File: config.mk
export PLATFORM = sky130hd
export DESIGN_NAME = mem_access_unit_flat
export DESIGN_NICKNAME = d
export VERILOG_FILES = /design/src/rtl/mem_access_unit_if.sv /design/src/rtl/mem_access_unit.sv /design/src/flat_wrapper.sv
export SDC_FILE = /design/constraint.sdc
export NUM_CORES = 1
export LEC_CHECK = 0
export ABC_AREA = 1
export CAP_MARGIN = 30
export CORE_ASPECT_RATIO = 1.4
export CORE_MARGIN = 10
export CORE_UTILIZATION = 46
export CTS_BUF_LIST = sky130_fd_sc_hd__clkbuf_4 sky130_fd_sc_hd__clkbuf_8
export CTS_CLUSTER_DIAMETER = 120
export DETAILED_ROUTE_END_ITERATION = 8
export GPL_TIMING_DRIVEN = 0
export MAX_ROUTING_LAYER = met4
export PLACE_DENSITY = 0.86
export SYNTH_ARGS = -nofsm -noshare
export SYNTH_HDL_FRONTEND = slang
export SYNTH_SLANG_ARGS = --single-unit
File: constraint.sdc
create_clock -name i_clk -period 2.2 [get_ports i_clk]
set_clock_uncertainty 0.2 [all_clocks]
set_input_delay 0.44 -clock i_clk [delete_from_list [all_inputs] [get_ports i_clk]]
set_output_delay 0.44 -clock i_clk [all_outputs]
set_load 0.05 [all_outputs]
File: src/rtl/mem_access_unit_if.sv
// Data-memory request/response bus between the load/store unit (master) and
// the single-port data memory (slave).
interface mem_access_unit_if #(
  parameter int unsigned ADDR_W = 32
);
  logic [ADDR_W-1:0] dmem_addr;
  logic              dmem_ren;
  logic              dmem_wen;
  logic [3:0]        dmem_mask;
  logic [31:0]       dmem_wdata;
  logic              dmem_ready;
  logic              dmem_rvalid;
  logic [31:0]       dmem_rdata;

  modport master (
    output dmem_addr, dmem_ren, dmem_wen, dmem_mask, dmem_wdata,
    input  dmem_ready, dmem_rvalid, dmem_rdata
  );

  modport slave (
    input  dmem_addr, dmem_ren, dmem_wen, dmem_mask, dmem_wdata,
    output dmem_ready, dmem_rvalid, dmem_rdata
  );
endinterface

File: src/rtl/mem_access_unit.sv
// Memory-stage load/store unit: checks alignment, issues one data-memory
// access at a time, stalls the pipeline while it is outstanding, and returns
// lane-extracted, sign/zero-extended load data.
module mem_access_unit #(
  parameter int unsigned TIMEOUT = 255,
  parameter int unsigned ADDR_W  = 32
) (
  input  logic              i_clk,
  input  logic              i_rst_n,
  input  logic              i_valid,
  input  logic              i_MemRead,
  input  logic              i_MemWrite,
  input  logic [ADDR_W-1:0] i_addr,
  input  logic [1:0]        i_byte_off,
  input  logic [1:0]        i_size,
  input  logic [3:0]        i_mask,
  input  logic              i_unsigned,
  input  logic [31:0]       i_wdata,
  mem_access_unit_if.master dmem,
  output logic              o_stall,
  output logic              o_done,
  output logic [31:0]       o_load_data,
  output logic              o_misaligned,
  output logic              o_err
);

  localparam int unsigned CntW = (TIMEOUT < 1) ? 1 : $clog2(TIMEOUT + 1);
  localparam logic [CntW-1:0] CntLast = CntW'(TIMEOUT - 1);

  typedef enum logic [1:0] {StIdle, StReq, StResp} state_t;

  state_t            state_q, state_d;
  logic [CntW-1:0]   cnt_q, cnt_d;
  logic [ADDR_W-1:0] addr_q;
  logic [3:0]        mask_q;
  logic [1:0]        size_q, off_q;
  logic              uns_q, load_q;
  logic [31:0]       wdata_q, wdata_rep;
  logic              ren_q, ren_d, wen_q, wen_d;
  logic              done_q, done_d, mis_q, mis_d, err_q, err_d;
  logic [31:0]       load_data_q, load_data_d;
  logic              start, legal, accept;
  logic [7:0]        lane_b;
  logic [15:0]       lane_h;
  logic [31:0]       ext;

  assign start = i_valid & (i_MemRead | i_MemWrite);

  // Alignment/size legality of the incoming access.
  always_comb begin
    legal = 1'b0;
    unique case (i_size)
      2'b00:   legal = 1'b1;
      2'b01:   legal = ~i_byte_off[0];
      2'b10:   legal = (i_byte_off == 2'b00);
      default: legal = 1'b0;
    endcase
  end

  assign accept = (state_q == StIdle) & start & legal;

  // Replicate store data across lanes; the mask picks which lanes land.
  always_comb begin
    wdata_rep = i_wdata;
    unique case (i_size)
      2'b00:   wdata_rep = {4{i_wdata[7:0]}};
      2'b01:   wdata_rep = {2{i_wdata[15:0]}};
      default: wdata_rep = i_wdata;
    endcase
  end

  // Extract and extend the addressed lane of the read word.
  always_comb begin
    lane_b = dmem.dmem_rdata[{off_q, 3'b000} +: 8];
    lane_h = dmem.dmem_rdata[{off_q[1], 4'b0000} +: 16];
    ext    = dmem.dmem_rdata;
    unique case (size_q)
      2'b00:   ext = {{24{lane_b[7] & ~uns_q}}, lane_b};
      2'b01:   ext = {{16{lane_h[15] & ~uns_q}}, lane_h};
      default: ext = dmem.dmem_rdata;
    endcase
  end

  // Next state, completion/abort pulses and pipeline stall.
  always_comb begin
    state_d     = state_q;
    cnt_d       = cnt_q;
    done_d      = 1'b0;
    mis_d       = 1'b0;
    err_d       = 1'b0;
    load_data_d = load_data_q;
    o_stall     = 1'b0;
    unique case (state_q)
      StIdle: begin
        if (start) begin
          if (legal) begin
            state_d = StReq;
            cnt_d   = '0;
            o_stall = 1'b1;
          end else begin
            mis_d = 1'b1;
          end
        end
      end
      StReq: begin
        o_stall = 1'b1;
        // Stall drops on the accepting edge so upstream advances exactly once.
        if (dmem.dmem_ready && !load_q) begin
          state_d = StIdle;
          done_d  = 1'b1;
          o_stall = 1'b0;
        end else if (dmem.dmem_ready && dmem.dmem_rvalid) begin
          state_d     = StIdle;
          done_d      = 1'b1;
          load_data_d = ext;
          o_stall     = 1'b0;
        end else if (dmem.dmem_ready) begin
          state_d = StResp;
          cnt_d   = cnt_q + 1'b1;
        end else if (cnt_q >= CntLast) begin
          state_d = StIdle;
          err_d   = 1'b1;
        end else begin
          cnt_d = cnt_q + 1'b1;
        end
      end
      StResp: begin
        o_stall = ~dmem.dmem_rvalid;
        if (dmem.dmem_rvalid) begin
          state_d     = StIdle;
          done_d      = 1'b1;
          load_data_d = ext;
        end else if (cnt_q >= CntLast) begin
          state_d = StIdle;
          err_d   = 1'b1;
        end else begin
          cnt_d = cnt_q + 1'b1;
        end
      end
      default: state_d = StIdle;
    endcase
  end

  // Request strobes are registered and only ever high while in REQ.
  always_comb begin
    ren_d = (state_d == StReq) & (accept ? ~i_MemWrite : load_q);
    wen_d = (state_d == StReq) & (accept ? i_MemWrite : ~load_q);
  end

  // State, latched access fields and registered outputs.
  always_ff @(posedge i_clk or negedge i_rst_n) begin
    if (!i_rst_n) begin
      state_q     <= StIdle;
      cnt_q       <= '0;
      addr_q      <= '0;
      mask_q      <= '0;
      size_q      <= '0;
      off_q       <= '0;
      uns_q       <= 1'b0;
      load_q      <= 1'b0;
      wdata_q     <= '0;
      ren_q       <= 1'b0;
      wen_q       <= 1'b0;
      done_q      <= 1'b0;
      mis_q       <= 1'b0;
      err_q       <= 1'b0;
      load_data_q <= '0;
    end else begin
      state_q     <= state_d;
      cnt_q       <= cnt_d;
      ren_q       <= ren_d;
      wen_q       <= wen_d;
      done_q      <= done_d;
      mis_q       <= mis_d;
      err_q       <= err_d;
      load_data_q <= load_data_d;
      if (accept) begin
        addr_q  <= i_addr;
        mask_q  <= i_mask;
        size_q  <= i_size;
        off_q   <= i_byte_off;
        uns_q   <= i_unsigned;
        load_q  <= ~i_MemWrite;  // read+write together counts as a store
        wdata_q <= wdata_rep;
      end
    end
  end

  assign dmem.dmem_addr  = addr_q;
  assign dmem.dmem_ren   = ren_q;
  assign dmem.dmem_wen   = wen_q;
  assign dmem.dmem_mask  = mask_q;
  assign dmem.dmem_wdata = wdata_q;
  assign o_done          = done_q;
  assign o_load_data     = load_data_q;
  assign o_misaligned    = mis_q;
  assign o_err           = err_q;

endmodule

File: src/flat_wrapper.sv
// flat-port wrapper written by rule: the top's interface ports become plain ports
module mem_access_unit_flat 
#(
  parameter int unsigned TIMEOUT = 255,
  parameter int unsigned ADDR_W  = 32
)
  (i_clk, i_rst_n, i_valid, i_MemRead, i_MemWrite, i_addr, i_byte_off, i_size, i_mask, i_unsigned, i_wdata, o_stall, o_done, o_load_data, o_misaligned, o_err, dmem_dmem_addr, dmem_dmem_ren, dmem_dmem_wen, dmem_dmem_mask, dmem_dmem_wdata, dmem_dmem_ready, dmem_dmem_rvalid, dmem_dmem_rdata);
  mem_access_unit_if #(.ADDR_W(ADDR_W)) dmem_i ();
  input  logic i_clk;
  input  logic i_rst_n;
  input  logic i_valid;
  input  logic i_MemRead;
  input  logic i_MemWrite;
  input  logic [ADDR_W-1:0] i_addr;
  input  logic [1:0] i_byte_off;
  input  logic [1:0] i_size;
  input  logic [3:0] i_mask;
  input  logic i_unsigned;
  input  logic [31:0] i_wdata;
  output logic o_stall;
  output logic o_done;
  output logic [31:0] o_load_data;
  output logic o_misaligned;
  output logic o_err;
  output wire logic [$bits(dmem_i.dmem_addr)-1:0] dmem_dmem_addr;
  output wire logic [$bits(dmem_i.dmem_ren)-1:0] dmem_dmem_ren;
  output wire logic [$bits(dmem_i.dmem_wen)-1:0] dmem_dmem_wen;
  output wire logic [$bits(dmem_i.dmem_mask)-1:0] dmem_dmem_mask;
  output wire logic [$bits(dmem_i.dmem_wdata)-1:0] dmem_dmem_wdata;
  input wire logic [$bits(dmem_i.dmem_ready)-1:0] dmem_dmem_ready;
  input wire logic [$bits(dmem_i.dmem_rvalid)-1:0] dmem_dmem_rvalid;
  input wire logic [$bits(dmem_i.dmem_rdata)-1:0] dmem_dmem_rdata;
  assign dmem_dmem_addr = dmem_i.dmem_addr;
  assign dmem_dmem_ren = dmem_i.dmem_ren;
  assign dmem_dmem_wen = dmem_i.dmem_wen;
  assign dmem_dmem_mask = dmem_i.dmem_mask;
  assign dmem_dmem_wdata = dmem_i.dmem_wdata;
  assign dmem_i.dmem_ready = dmem_dmem_ready;
  assign dmem_i.dmem_rvalid = dmem_dmem_rvalid;
  assign dmem_i.dmem_rdata = dmem_dmem_rdata;
  mem_access_unit #(.TIMEOUT(TIMEOUT), .ADDR_W(ADDR_W)) u_core (.i_clk(i_clk), .i_rst_n(i_rst_n), .i_valid(i_valid), .i_MemRead(i_MemRead), .i_MemWrite(i_MemWrite), .i_addr(i_addr), .i_byte_off(i_byte_off), .i_size(i_size), .i_mask(i_mask), .i_unsigned(i_unsigned), .i_wdata(i_wdata), .dmem(dmem_i), .o_stall(o_stall), .o_done(o_done), .o_load_data(o_load_data), .o_misaligned(o_misaligned), .o_err(o_err));
endmodule
==> metrics.txt <==
die width=116.4 µm; fin nets=1031; Die Ht=155.0 µm; Tightest Pin Transition=0.5879 ns; post-synthesis mux area share=9.526%; crit path capture type=output port; Die ar.=18050 µm²; FF-to-FF End=u_core.dmem.dmem_mask[0]; Slew HR=60.96%; H-tree depth=4; CTS Root Cell=clkbuf_8; Initial Util=46.74%; final hold violation count=0; Synth area leader=dfrtp_1; pin count of the biggest net entering global routing=66; slowest cell on the critical path=dfrtp_1; Clk Latency, worst-skew pair=0.44 ns; worst-case clock buffer depth=2; Tcrit/Tclk final=108.3%; Critical R2R Launch=u_core.state_q[1]; Synth Register Bits=121; Seq. cell area=3028 µm²; CTS Sinks=121; # fillers=1021; # DRC=0; Post-synth EDFFs=0; CTS clk-pin slew, worst paths=0.07 ns; run status=finished with violations; largest family of logic cells by synthesized area=simple AND/OR/NAND/NOR gates; critical path startpoint category=flip-flop; WHS Endpoint=u_core.off_q[1]; Setup CP Type=reg2out; Worst Reg-to-Reg Cells=9; Power Total=14770 µW; CP Cell Sequence=inv_2 -> ha_4 -> nand3_4 -> nor2_4 -> buf_12 -> nor2_4 -> nor2_4 -> buf_8; worst vdd ir=1128 µV; Remaining Overflow, GRT=0; Post-synth top cells=nand2_1 (157), dfrtp_1 (121), a21oi_1 (66); P per Cell Area=1659 nW/µm²; CP Data Required Time=1.56 ns; DP Worst Slack=-1.285 ns; Final setup violation count=1; share of layout cells above drive strength 1=15.98%; Synth top area share=50.55%; largest cells by area after synthesis=dfrtp_1 (51%), nand2_1 (9.8%), a21oi_1 (5.5%); Post-Route WL=21.64 mm; crit-path most repeated cell=nor2_4; Seq/Total Area, Yosys=50.55%; port buffer count=216; CP Buf/Inv Count=3; top_reg_cell synth=dfrtp_1; min-delay worst type=in2reg; post-layout minimum cycle time=2.382 ns; Layout area overhead=48.65%; Yosys cell types=35; # Max-Cap Violations=0; Final ANT Viol Nets=0; WL per Instance=20.02 µm; initial antenna violation count=2; Async S/R FF share, synth=100.0%; detailed-route via count=5861; first-pass GRT wire length=33.14 mm; final worst setup slack=-0.1816 ns; most common cell in the synthesized netlist=nand2_1; FP Rows=49; highest clock rate=0.4199 GHz; GRT Overall Usage=24.45%; post-synthesis simple-gate area fraction=18.76%; Synth Area in XOR/XNOR=0%; arrival time at the worst endpoint=1.74 ns; Initial DRC Count=499; Static Leak=0.004191 µW; CP peak stage delay=0.42 ns; multi-input logic area=2706 µm²; average size of a mapped cell=9.061 µm²; vias per inst=5.422; post-detail-place hpwl=15.86 mm; RSZ-0062 raised after global routing=true; gpl congestion=0.9121; failing checks=setup timing; CP delay by family, top=flip-flops; Core ar.=12810 µm²; CTS Buf Count=17; Ys Warns=0; CP max FO=2; Worst Min Path Start=i_byte_off[1]; vias in the first global route=6128; Mapped Area=5989 µm²; Mapped Cells=661; post-synthesis net count=779; Post-Synth Adder-Cell Area=1.253%; final max-slew violation count=0; drt pass-1 iters=5; Ports=218; hold path depth=3; Reg2Reg Setup Slack=0 ns; complex-gate fraction of the synthesized area=14.23%; CTS tree=yes
[report_power, final]
part	switching, µW	total (µW)	internal [µW]
Clock	983	2080	1100
Combinational	6240	8880	2640
Sequential	547	3820	3270
Total	7770	14800	7000
[cell type report]
cell class	count	area share, %
sequential	121	34.01
clock buffer	20	3.021
multi-input combinational	469	30.40
inverter	39	1.644
buffer	31	2.459
antenna	2	0.05621
tap	153	2.150
clock inverter	12	1.560
timing repair buffer	234	24.70
[kinds of logic (layout without fill, tap and decap cells)]
logic type | after synthesis | count (layout)
compound gates | 153 | 153
other cells | 0 | 2
fa+ha+maj | 6 | 6
buf+inv | 71 | 336
mux | 44 | 44
flops | 121 | 121
simple gates | 266 | 266
[worst max path at each step]
stage | cells past startpoint | slack (ns) | endpoint | from
6_report | 8 | -0.18 | o_stall | u_core.state_q[1]
3_3_place_gp | 1 | -4.32 | u_core.dmem.dmem_addr[29] | i_rst_n
2_1_floorplan | 8 | 0.02 | o_stall | i_size[1]
4_1_cts | 8 | -0.19 | o_stall | u_core.state_q[1]
3_5_place_dp | 10 | -1.29 | o_stall | i_size[1]
5_1_grt | 8 | -0.26 | o_stall | u_core.state_q[1]
[layer usage]
metal  GRT usage, %  up-vias  share of wire, %
met3          7.236       59               8.6
met4          10.22        0               3.7
met5              -        -                 0
met2          40.92      300                52
met1          26.26     2774                36
li1               -     2728                 -
[metrics by stage]
stage / cell area [µm²] / TNS [ns] / cells / hold WS, ns / utilization, %
CTS: 8816 / -0.2137 / 1074 / 0.1931 / 68.80
detailed placement: 8396 / -18.10 / 1031 / 0.2425 / 65.52
global route: 8904 / -1.181 / 1081 / 0.2155 / 69.49
finish: 8904 / -0.1816 / 1081 / 0.2129 / 69.49
floorplan: 6013 / 0 / 661 / -0.05559 / -
global placement: 8367 / -534.83 / 1030 / 0.2641 / 65.30
[cells in the final DEF, fill, tap and decap left out, types with 7 or more instances in the layout]
cell,instances
o211ai_1,7
clkbuf_8,19
clkbuf_1,8
nand2_1,155
mux2_4,20
a31oi_1,7
buf_4,17
o21ai_0,49
nor2_1,55
buf_2,10
dlygate4sd2_1,110
nand3_1,27
a21oi_1,65
mux2_2,24
o31ai_1,7
clkdlybuf4s50_1,104
dfrtp_1,121
inv_1,35
[tightest hold or removal path, stage by stage]
cell           delay, ns
dlygate4sd2_1       0.24
nand2_1             0.06
o21ai_0             0.06
[registers in the layout (all words and copies together) (netlist names), 2 cells and up]
name                    cells
u_core.state_q              2
u_core.o_load_data         32
u_core.cnt_q                8
u_core.dmem.dmem_addr      32
u_core.dmem.dmem_wdata     32
u_core.size_q               2
u_core.dmem.dmem_mask       4
u_core.off_q                2
[what timing repair did]
| action | in CTS | in global routing |
|---|---|---|
| setup buffers | 11 | 5 |
| resized for setup | 135 | 17 |
| endpoints found under the hold margin | 56 | 0 |
| endpoints found under the setup margin | 106 | 34 |
| hold buffers | 1 | 0 |
| pin swaps | 10 | 6 |
| gates cloned | 0 | 0 |
Note: power is estimated with default switching activity, not from simulation.
